<file path="config.mk">
export PLATFORM = sky130hd
export DESIGN_NAME = board_shift_tx
export DESIGN_NICKNAME = d
export VERILOG_FILES = /design/src/rtl/tetris_pkg.sv /design/src/rtl/sclk_gen.sv /design/src/rtl/board_shift_tx.sv
export SDC_FILE = /design/constraint.sdc
export NUM_CORES = 1
export LEC_CHECK = 0
export ABC_AREA = 1
export BUFFER_PORTS_ARGS = -buffer_cell sky130_fd_sc_hd__buf_4
export CORE_AREA = 2 2 70 72
export CTS_CLUSTER_DIAMETER = 150
export DETAILED_ROUTE_END_ITERATION = 8
export DIE_AREA = 0 0 72 74
export PLACE_DENSITY = 0.7
export SLEW_MARGIN = 20
export SYNTH_ARGS = -nofsm -noshare
export SYNTH_HDL_FRONTEND = slang
export SYNTH_HIERARCHICAL = 1
export SYNTH_SLANG_ARGS = --single-unit
export TNS_END_PERCENT = 5
</file>
<file path="constraint.sdc">
create_clock -name clka -period 3.6 [get_ports clka]
set_input_delay 0.9 -clock clka [delete_from_list [all_inputs] [get_ports clka]]
set_output_delay 0.9 -clock clka [all_outputs]
set_load 0.01 [all_outputs]
</file>
<file path="src/rtl/tetris_pkg.sv">
// Shared game definitions: game-state encodings and board geometry used by the board path.
// Also holds the frame-image rule applied when a board is captured for transmission.
package tetris_pkg;

  typedef enum logic [2:0] {
    GEN      = 3'd0,
    MOVE     = 3'd1,
    LAND     = 3'd2,
    CLEAR    = 3'd3,
    NEWBOARD = 3'd4,
    GAMEOVER = 3'd5
  } game_state_t;

  localparam int BOARD_W    = 4;
  localparam int BOARD_H    = 8;
  localparam int BOARD_BITS = BOARD_W * BOARD_H;

  // A game-over board is shown inverted so the whole display flashes to the player.
  function automatic logic [BOARD_BITS-1:0] tx_image(input logic [BOARD_BITS-1:0] board,
                                                     input logic [2:0] st);
    return (st == GAMEOVER) ? ~board : board;
  endfunction

endpackage

</file>
<file path="src/rtl/sclk_gen.sv">
// Serial clock generator: divides clka into sclk (low half first) and strobes the end of each bit.
// Held in its idle phase (div_cnt=0, sclk=0) whenever en is low.
module sclk_gen #(
  parameter int CLK_DIV = 2
) (
  input  logic clka,
  input  logic restart,
  input  logic en,
  output logic sclk,
  output logic bit_strobe
);

  localparam int DW = $clog2(2 * CLK_DIV);
  localparam logic [DW-1:0] LAST = DW'(2 * CLK_DIV - 1);
  localparam logic [DW-1:0] HALF = DW'(CLK_DIV);

  logic [DW-1:0] div_cnt;
  logic [DW-1:0] div_nxt;
  logic          wrap;

  assign div_nxt    = div_cnt + DW'(1);
  assign wrap       = (div_cnt == LAST);
  assign bit_strobe = en && wrap;

  // sclk is registered from the next count so it rises exactly CLK_DIV cycles into each bit.
  always_ff @(posedge clka) begin
    if (restart || !en) begin
      div_cnt <= '0;
      sclk    <= 1'b0;
    end else if (wrap) begin
      div_cnt <= '0;
      sclk    <= 1'b0;
    end else begin
      div_cnt <= div_nxt;
      sclk    <= (div_nxt >= HALF);
    end
  end

endmodule

</file>
<file path="src/rtl/board_shift_tx.sv">
// Board transmitter: captures a 32-bit board image on valid/ready and shifts it MSB-first
// over sdo/sclk, then pulses latch/frame_done for one cycle.
module board_shift_tx
  import tetris_pkg::*;
#(
  parameter int CLK_DIV = 2
) (
  input  logic                  clka,
  input  logic                  restart,
  input  logic [BOARD_BITS-1:0] board_in,
  input  logic [2:0]            state,
  input  logic                  board_valid,
  output logic                  board_ready,
  output logic                  sdo,
  output logic                  sclk,
  output logic                  latch,
  output logic                  frame_done
);

  localparam int BC_W = $clog2(BOARD_BITS);

  // Handshake: a frame transfers on any rising edge where board_valid && board_ready;
  // board_ready is high only in IDLE, and the sender must hold board_valid until it is taken.
  typedef enum logic [1:0] {
    TX_IDLE  = 2'd0,
    TX_SHIFT = 2'd1,
    TX_LATCH = 2'd2
  } tx_fsm_t;

  tx_fsm_t               fsm;
  logic [BOARD_BITS-1:0] shadow;
  logic [BOARD_BITS-1:0] cap;
  logic [BC_W-1:0]       bit_cnt;
  logic                  shift_en;
  logic                  bit_strobe;

  assign board_ready = (fsm == TX_IDLE);
  assign shift_en    = (fsm == TX_SHIFT);
  assign cap         = tx_image(board_in, state);

  sclk_gen #(.CLK_DIV(CLK_DIV)) u_sclk_gen (
    .clka       (clka),
    .restart    (restart),
    .en         (shift_en),
    .sclk       (sclk),
    .bit_strobe (bit_strobe)
  );

  always_ff @(posedge clka) begin
    if (restart) begin
      fsm        <= TX_IDLE;
      shadow     <= '0;
      bit_cnt    <= '0;
      sdo        <= 1'b0;
      latch      <= 1'b0;
      frame_done <= 1'b0;
    end else begin
      case (fsm)
        TX_IDLE: begin
          latch      <= 1'b0;
          frame_done <= 1'b0;
          if (board_valid) begin
            shadow  <= cap;
            bit_cnt <= BC_W'(BOARD_BITS - 1);
            // First bit comes straight from the capture so it is on sdo in the first shift cycle.
            sdo     <= cap[BOARD_BITS-1];
            fsm     <= TX_SHIFT;
          end
        end
        TX_SHIFT: begin
          if (bit_strobe) begin
            if (bit_cnt == '0) begin
              fsm        <= TX_LATCH;
              latch      <= 1'b1;
              frame_done <= 1'b1;
            end else begin
              bit_cnt <= bit_cnt - BC_W'(1);
              sdo     <= shadow[bit_cnt - BC_W'(1)];
            end
          end
        end
        TX_LATCH: begin
          latch      <= 1'b0;
          frame_done <= 1'b0;
          fsm        <= TX_IDLE;
        end
        default: begin
          latch      <= 1'b0;
          frame_done <= 1'b0;
          fsm        <= TX_IDLE;
        end
      endcase
    end
  end

endmodule

</file>
==> impl_metrics.py <==
metrics = {
    "clock_network": {
        "cts_made_buffers": 5,
        "cts_resized": 0,
        "clockBufferDepth": 2,
        "cts_tree": "yes",
        "h-tree-depth": 2,
        "clock-sinks": 43,
        "clk_pin_slew_ns": 0.08,
        "clockRootBuffer": "clkbuf_8",
        "post-cts-setup-buffers": 0,
        "clk_latency_ns": 0.30,
        "holdBufCountCts": 0,
    },
    "outcome": {
        "status": "finished, final reports clean",
    },
    "cells_and_area": {
        "fill_cells": 447,
        "regArea_um2": 861,
        "area_growth_pct": 17.3,
        "antenna_cells": 0,
        "mostFrequentLayoutCell": "nand2_1",
        "nNetsFinal": 391,
        "multi_input_comb_area_um2": 1180,
        "fin_area_um2": 2680,
        "final_cell_mix": "nand2_1 (60), buf_4 (46), dfxtp_1 (43)",
        "layout-drive-gt1-share": 0.190,
    },
    "worst_setup_path": {
        "arrival_ns": 2.28,
        "path_class": "flop to flop",
        "end_kind": "flop",
        "worst-path-max-fanout": 19,
        "cp-start-kind": "flop",
        "cp.required_ns": 3.80,
    },
    "synth": {
        "synth_nets": 356,
        "avgSynthCellArea_um2": 7.22,
        "yosysTopAreaCell": "dfxtp_1",
        "synthTopCellsByArea": "dfxtp_1 (38%), xor2_1 (13%), nand2_1 (9.9%)",
        "seq_area_frac_synth": 0.377,
        "syn_area_um2": 2280,
        "ys_ff_latch": 43,
        "ys.warnings.count": 6,
        "ys_types": 24,
        "synthCells": 316,
        "synth_top_area_frac": 0.377,
    },
    "grt": {
        "antenna_found_initial": 0,
        "overflow": 0,
        "grt_max_degree": 65,
        "grt_pass1_wl_um": 7580,
        "first_global_vias": 1784,
        "grt_usage": 0.180,
    },
    "floorplanning": {
        "rows": 25,
        "die-height_um": 74,
        "fp.dieW_um": 72,
        "num_io_pins": 43,
        "start_util": 0.496,
        "core-area_um2": 4600,
        "fp.dieArea_um2": 5330,
    },
    "sta": {
        "timing.final.crit_share": 0.578,
        "tightest_slew_ns": 0.956,
        "hold_violations": 0,
        "rsz0062_at_grt": "no",
        "drv_slew": 0,
        "setup_violations": 0,
        "skew_ns": 0.00665,
        "fin_setup_tns_ns": 0,
        "clock.fmax_mhz": 481,
        "max_slew_margin": 0.362,
        "fin_crit_ns": 2.08,
    },
    "power": {
        "p_leak_nw": 1.25,
        "power_frac_comb": 0.319,
        "netSwitchingPower_mw": 0.429,
        "intPower_mw": 0.825,
        "peakVddDrop_uv": 224,
        "switching_share": 0.342,
        "clockPowerShare": 0.234,
        "power_frac_seq": 0.447,
        "powerDensity_nw_per_um2": 468,
    },
    "drt": {
        "ant_nets": 0,
        "wire_per_inst_um": 11.3,
        "firstDrtPassIters": 4,
        "route.met3.wl_um": 170,
        "drt-total-wl_um": 4590,
        "wl_met2_um": 2190,
        "dr.max_layer_used": "met4",
        "wl_met1_um": 2170,
        "drc": 0,
        "viasPerCell": 4.95,
        "drt_iter0_markers": 110,
        "num_vias": 2009,
    },
    "placement": {
        "post-dp-hpwl_um": 3160,
        "gp_congestion": 0.799,
        "port_buffers": 42,
        "dpl-instance-area_um2": 2590,
    },
    "flow_run": {
        "maxCapViolations": 0,
    },
    "min_path": {
        "hp-class": "flop to flop",
    },
}
[flip-flops by register name (all words and copies together), names as in the netlist]
name and count:
bit_cnt 5, frame_done 1, fsm 2, sdo 1, shadow 32, u_sclk_gen/div_cnt 1
u_sclk_gen/sclk 1
[logic make-up (layout without fill, tap and decap cells)]
family / Yosys count / after routing / share of synthesized area
AO/OA/AOI/OAI: 78 / 78 / 0.171
XOR/XNOR: 34 / 34 / 0.131
adder cells (fa/ha/maj): 2 / 2 / 0.0110
buffers and inverters: 55 / 91 / 0.106
flip-flops: 43 / 43 / 0.377
AND/OR/NAND/NOR: 104 / 104 / 0.204
[Yosys cell counts (all sizes together)]
cell / count
xnor2: 1
inv: 37
nand2: 65
o21ai: 39
buf: 14
nor2: 13
ha: 2
dfxtp: 43
clkbuf: 4
a21oi: 39
or2: 1
xor2: 33
nand3: 24
nand3b: 1
[final cells by class]
type / instances / area share
repair buffers: 46 / 0.129
clock inverters: 1 / 0.00187
inverters: 37 / 0.0538
clock buffers: 7 / 0.0285
well taps: 54 / 0.0252
multi-input cells: 218 / 0.440
flip-flops and latches: 43 / 0.322
[per-layer routing]
metal | up-vias | GRT usage
met3 | 5 | 0.0461
met5 | - | 0
li1 | 1074 | -
met4 | 0 | 0.0629
met2 | 35 | 0.309
met1 | 895 | 0.222
[path summary, 6_finish.rpt]
check                        startpoint                    end  slack, ns  depth (start not counted)
hold reg to reg   u_sclk_gen/div_cnt[0]  u_sclk_gen/div_cnt[0]       0.42                          1
hold / removal    u_sclk_gen/div_cnt[0]  u_sclk_gen/div_cnt[0]       0.42                          1
setup reg to reg             bit_cnt[0]                    sdo       1.52                         12
setup / recovery             bit_cnt[0]                    sdo       1.52                         12
[power groups by stage]
stage / Clock [mW] / Combinational [mW] / Sequential (mW)
after detailed placement: 0 / 0.401 / 0.570
after global routing: 0.320 / 0.456 / 0.566
after global placement: 0 / 0.395 / 0.568
after floorplan: 0 / 0.308 / 0.563
final: 0.294 / 0.400 / 0.560
after CTS: 0.306 / 0.403 / 0.559
[worst max-delay path, stage by stage, from the launching register on]
cell,delay (ns)
dfxtp_1,0.31
buf_4,0.23
inv_4,0.13
ha_1,0.51
inv_1,0.20
nand3_1,0.12
nand3_1,0.08
nand3_1,0.10
nand2_1,0.06
nand2_1,0.06
nand3_1,0.07
nand2_1,0.06
inv_1,0.04
[metrics by stage]
step / total power [mW] / util / setup slack (ns) / instances / hold WS [ns]
global route: 1.34 / 0.582 / 1.33 / 406 / 0.446
finish: 1.25 / 0.582 / 1.52 / 406 / 0.417
global placement: 0.963 / 0.564 / 1.34 / 398 / 0.405
CTS: 1.27 / 0.582 / 1.51 / 406 / 0.420
detailed placement: 0.971 / 0.564 / 1.29 / 398 / 0.409
floorplan: 0.871 / - / 1.85 / 316 / 0.394
Note: power is estimated with default switching activity, not from simulation.
